File: src/rtl/daq_link_sender.sv
// daq_link_sender: buffers DAQ words in a FIFO, streams them to the link, checks event framing
module daq_link_sender #(
  parameter int DEPTH     = 16,
  parameter int MAX_WORDS = 4096
) (
  input  logic        clk,
  input  logic        rst_n,
  input  logic [63:0] daq_data,
  input  logic        daq_header,
  input  logic        daq_trailer,
  input  logic        daq_valid,
  output logic        daq_ready,
  output logic [63:0] link_data,
  output logic        link_header,
  output logic        link_trailer,
  output logic        link_wen,
  input  logic        link_ready,
  input  logic        link_almost_full,
  output logic [23:0] event_count,
  output logic [15:0] last_word_count,
  output logic        seq_error,
  output logic        len_error,
  output logic        trig_error
);
  localparam int AW = $clog2(DEPTH);
  typedef enum logic {IDLE, BODY} state_t;
  logic [65:0] mem [DEPTH];
  logic [AW-1:0] wr_ptr, rd_ptr;
  logic [AW:0] count;
  logic rdy_en, push, pop;
  state_t state, state_nxt;
  logic [15:0] wcnt, wcnt_nxt;
  logic [16:0] wcnt_inc;
  logic [1:0] hdr_trig;
  logic seq_set, len_set, trig_set, evt_done;
  assign daq_ready = rdy_en && count != (AW+1)'(DEPTH);
  assign push = daq_valid && daq_ready;
  assign pop = count != '0 && link_ready && !link_almost_full;
  assign wcnt_inc = {1'b0, wcnt} + 17'd1;
  // FIFO storage, {header, trailer, data} per entry; contents need no reset
  always_ff @(posedge clk)
    if (push) mem[wr_ptr] <= {daq_header, daq_trailer, daq_data};
  // FIFO pointers/occupancy and the registered link output stage
  always_ff @(posedge clk)
    if (!rst_n) begin
      wr_ptr <= '0;
      rd_ptr <= '0;
      count <= '0;
      rdy_en <= 1'b0;
      link_wen <= 1'b0;
      {link_header, link_trailer, link_data} <= '0;
    end else begin
      rdy_en <= 1'b1;
      if (push) wr_ptr <= wr_ptr + 1'b1;
      if (pop) rd_ptr <= rd_ptr + 1'b1;
      count <= count + (AW+1)'(push) - (AW+1)'(pop);
      link_wen <= pop;
      if (pop) {link_header, link_trailer, link_data} <= mem[rd_ptr];
    end
  // Framer next state and error/event events, evaluated on accepted words only
  always_comb begin
    state_nxt = state;
    wcnt_nxt = wcnt;
    seq_set = 1'b0;
    len_set = 1'b0;
    trig_set = 1'b0;
    evt_done = 1'b0;
    if (push) begin
      if (daq_header && daq_trailer) begin
        state_nxt = IDLE;
        seq_set = 1'b1;
      end else if (daq_header) begin
        state_nxt = BODY;
        wcnt_nxt = 16'd1;
        seq_set = state == BODY;
      end else if (state == IDLE) begin
        seq_set = 1'b1;
      end else begin
        len_set = wcnt_inc > 17'(MAX_WORDS);
        wcnt_nxt = wcnt_inc[16] ? 16'hFFFF : wcnt_inc[15:0];
        trig_set = daq_trailer && daq_data[25:24] != hdr_trig;
        evt_done = daq_trailer;
        state_nxt = daq_trailer ? IDLE : BODY;
      end
    end
  end
  // Framer state, header trigger latch, statistics and sticky error flags
  always_ff @(posedge clk)
    if (!rst_n) begin
      state <= IDLE;
      wcnt <= '0;
      hdr_trig <= '0;
      event_count <= '0;
      last_word_count <= '0;
      seq_error <= 1'b0;
      len_error <= 1'b0;
      trig_error <= 1'b0;
    end else begin
      state <= state_nxt;
      wcnt <= wcnt_nxt;
      if (push && daq_header && !daq_trailer) hdr_trig <= daq_data[33:32];
      if (evt_done) event_count <= event_count + 1'b1;
      if (evt_done) last_word_count <= wcnt_nxt;
      seq_error <= seq_error | seq_set;
      len_error <= len_error | len_set;
      trig_error <= trig_error | trig_set;
    end
endmodule
File: config.mk
export PLATFORM = sky130hd
export DESIGN_NAME = daq_link_sender
export DESIGN_NICKNAME = d
export VERILOG_FILES = /design/src/rtl/daq_link_sender.sv
export SDC_FILE = /design/constraint.sdc
export NUM_CORES = 1
export LEC_CHECK = 0
export ABC_CLOCK_PERIOD_IN_PS = 12280
export CORE_ASPECT_RATIO = 1.5
export CORE_UTILIZATION = 35
export CTS_CLUSTER_SIZE = 14
export DETAILED_ROUTE_END_ITERATION = 10
export PLACE_DENSITY = 0.48
export SETUP_SLACK_MARGIN = 0.5
export SYNTH_ARGS = -nofsm -noshare
export SYNTH_HDL_FRONTEND = slang
export SYNTH_SLANG_ARGS = --single-unit
File: constraint.sdc
create_clock -name clk -period 12.28 [get_ports clk]
set_clock_uncertainty 0.15 [all_clocks]
set_input_delay 3.684 -clock clk [delete_from_list [all_inputs] [get_ports clk]]
set_output_delay 3.684 -clock clk [all_outputs]
set_load 0.01 [all_outputs]
==> flow_summary_export.csv <==
group,metric,value,unit
status,status,"finished, final reports clean",
yosys,synth.cell_area,0.0458,mm^2
placement,place.gp.congestion,0.800,
critical_path,reg2reg_slack,7860,ps
routing,drc,0,
global_routing,grt_antenna_before_repair,4,
die,row_count,162,
routing,first_iter_violations,1373,
placement,dp_hpwl,64300,um
die,design.core.area,0.130,mm^2
sta,min_period,6260,ps
finish,drive_gt1_frac,0.215,
critical_path,cp.arrival,6440,ps
cts,postCtsSetupBuffers,0,
yosys,synth_edf_count,1056,
sta,hold_viol_final,0,
yosys,synth_nets,2171,
die,die_w,297,um
yosys,async_reset_ff_frac,0,
die,initial_core_util,0.352,
global_routing,grt_pass1_vias,23260,
sta,fmax,0.160,GHz
sta,slew_headroom,0.162,
finish,n_antenna_cell,0,
yosys,synth_cell_types,62,
finish,final_cells,4127,
critical_path,worstPathRequired,12460,ps
cts,numCtsBuffers,115,
critical_path,cp_common_cell,"buf_4",
yosys,synth.ff_latch_count,1199,
yosys,avgSynthCellArea,22.0,um^2
die,io_pins,182,
critical_path,start_kind,"input pin",
pwr,power,9130,uW
finish,layout_commonest_cell,"edfxtp_1",
cts,cts.sinks,1199,
sta,setup_violations,0,
cts,root_buffer,"clkbuf_16",
cts,cts_buffer_depth,3,
critical_path,crit_type,"in -> reg",
sta,finalMaxSlewViolations,0,
yosys,ys_seq_area_frac,0.755,
yosys,syn_inst,2085,
pwr,seqPwrFrac,0.502,
finish,syn_to_final_growth,16.4,%
global_routing,grt-ovfl-total,0,
critical_path,crit_path_end_kind,"flip-flop",
sta,worstMarginPinSlew,1260,ps
run,cap_violations,0,
critical_path,critPathBufInv,4,
global_routing,grt_max_degree,109,
global_routing,grt_pass1_wl,163000,um
pwr,switching_share,0.227,
yosys,synth_largest_area_cell,"edfxtp_1",
sta,rsz0062_at_grt,"no",
pwr,p_comb_frac,0.107,
cts,ctsResizeCount,0,
critical_path,cp_slowest_cell,"buf_4",
cts,tritoncts,"yes",
die,die_y,445,um
critical_path,cp_top_family,"buffers and inverters",
pwr,power.density,171,mW/mm^2
pwr,p_clk_frac,0.391,
routing,detail-route-antenna-nets,0,
yosys,synth_area_leaders,"edfxtp_1 69%, mux4_2 14%, dfxtp_1 6.3%",
cts,h-tree-depth,3,
routing,wire_per_inst,26.8,um
pwr,leakage,0.0163,uW
cts,cts_hold_buf,0,
pwr,switching_power,2080,uW
critical_path,crit_chain,"clkdlybuf4s50_1 > nand2_1 > nor2_1 > buf_4 > nand2_1 > nor3_2 > buf_4 > buf_4",
global_routing,grt_usage,0.169,
routing,vias,21492,
critical_path,cp_max_fo,42,
cts,path_clk_slew,60,ps
pwr,peakVddDrop,0.127,mV
sta,final.period_utilization,0.510,
min_path,hold_class,"reg -> reg",
yosys,dominantRegCellSynth,"edfxtp_1",
placement,place_ws,5230,ps
die,die_area,0.132,mm^2
critical_path,max_stage_delay,640,ps
yosys,synth_top_cell_area_share,0.693,
cts,worstSkewPairLatency,740,ps
sta,fin_tns_setup,0,ps
pwr,intPower,7060,uW
yosys,yosys_warnings,0,
finish,final_cell_mix,"1056 x edfxtp_1, 285 x mux4_2, 180 x clkdlybuf4s50_1",
routing,avgViaCountPerCell,5.21,
sta,setup_ws,6020,ps
routing,routed_wl,111000,um
placement,dp_cells,3912,
finish,layout.nets,2393,
placement,port_buffers,181,
routing,dr.pass1.iters,5,
-- through the flow --
step                utilization  hold WS [ps]  cell area, um^2
floorplan                     -           339            45800
global placement          0.381           311            49500
detailed placement        0.381           309            49500
CTS                       0.410           323            53300
global route              0.410           339            53300
finish                    0.410           318            53300
-- logic make-up after synthesis --
logic type / count (synthesis) / share of synthesized area
AND/OR/NAND/NOR: 218 / 0.0262
adder cells (fa/ha/maj): 15 / 0.00426
flip-flops: 1199 / 0.755
XOR/XNOR: 36 / 0.00689
AO/OA/AOI/OAI: 156 / 0.0248
multiplexers: 334 / 0.167
buffers and inverters: 127 / 0.0159
-- registers in the layout, summed over array words and instances, names as in the netlist, 2 cells and up --
name	count
mem	1056
link_data	64
event_count	24
last_word_count	16
wcnt	16
count	5
rd_ptr	4
wr_ptr	4
hdr_trig	2
-- power by group through the flow --
stage	sequential (uW)	combinational, uW	clock, uW
floorplan	4650	671	0
global placement	4670	1010	0
detailed placement	4680	1010	0
CTS	4590	1020	3660
global route	4600	1050	3800
finish	4590	977	3570
-- cell usage after synthesis, types with 20 or more instances --
| library cell | number |
|---|---|
| nor3_1 | 20 |
| mux4_1 | 45 |
| dfxtp_1 | 143 |
| a22o_1 | 66 |
| xnor2_1 | 22 |
| nand2_1 | 43 |
| buf_6 | 25 |
| clkbuf_1 | 61 |
| nor2_1 | 33 |
| mux4_2 | 285 |
| o21ai_0 | 29 |
| edfxtp_1 | 1056 |
| and2_1 | 35 |
-- metal layers --
| layer | GRT usage | vias to the layer above | share of wire | routed length (um) |
|---|---|---|---|---|
| met5 | 0 | - | 0.00040 | 44 |
| met3 | 0.0249 | 157 | 0.041 | 4490 |
| met4 | 0.0512 | 6 | 0.022 | 2470 |
| met1 | 0.206 | 11566 | 0.40 | 44400 |
| met2 | 0.306 | 534 | 0.54 | 59200 |
| li1 | - | 9229 | - | - |
-- worst paths after layout --
check	from	end	cells past startpoint
max reg2reg	rd_ptr[0]	link_data[32]	5
min reg2reg	seq_error	seq_error	1
max	daq_valid	mem[0][34]	8
min	seq_error	seq_error	1
-- area by class of cell --
type,instances,area [um^2]
Clock buffer,149,3120
Clock inverter,66,691
Fill cell,11329,76600
Multi-Input combinational cell,759,10600
Timing Repair Buffer,218,2100
Sequential cell,1199,34600
Tap cell,1722,2150
Inverter,14,55.1
Power figures use the tool's default switching activity.
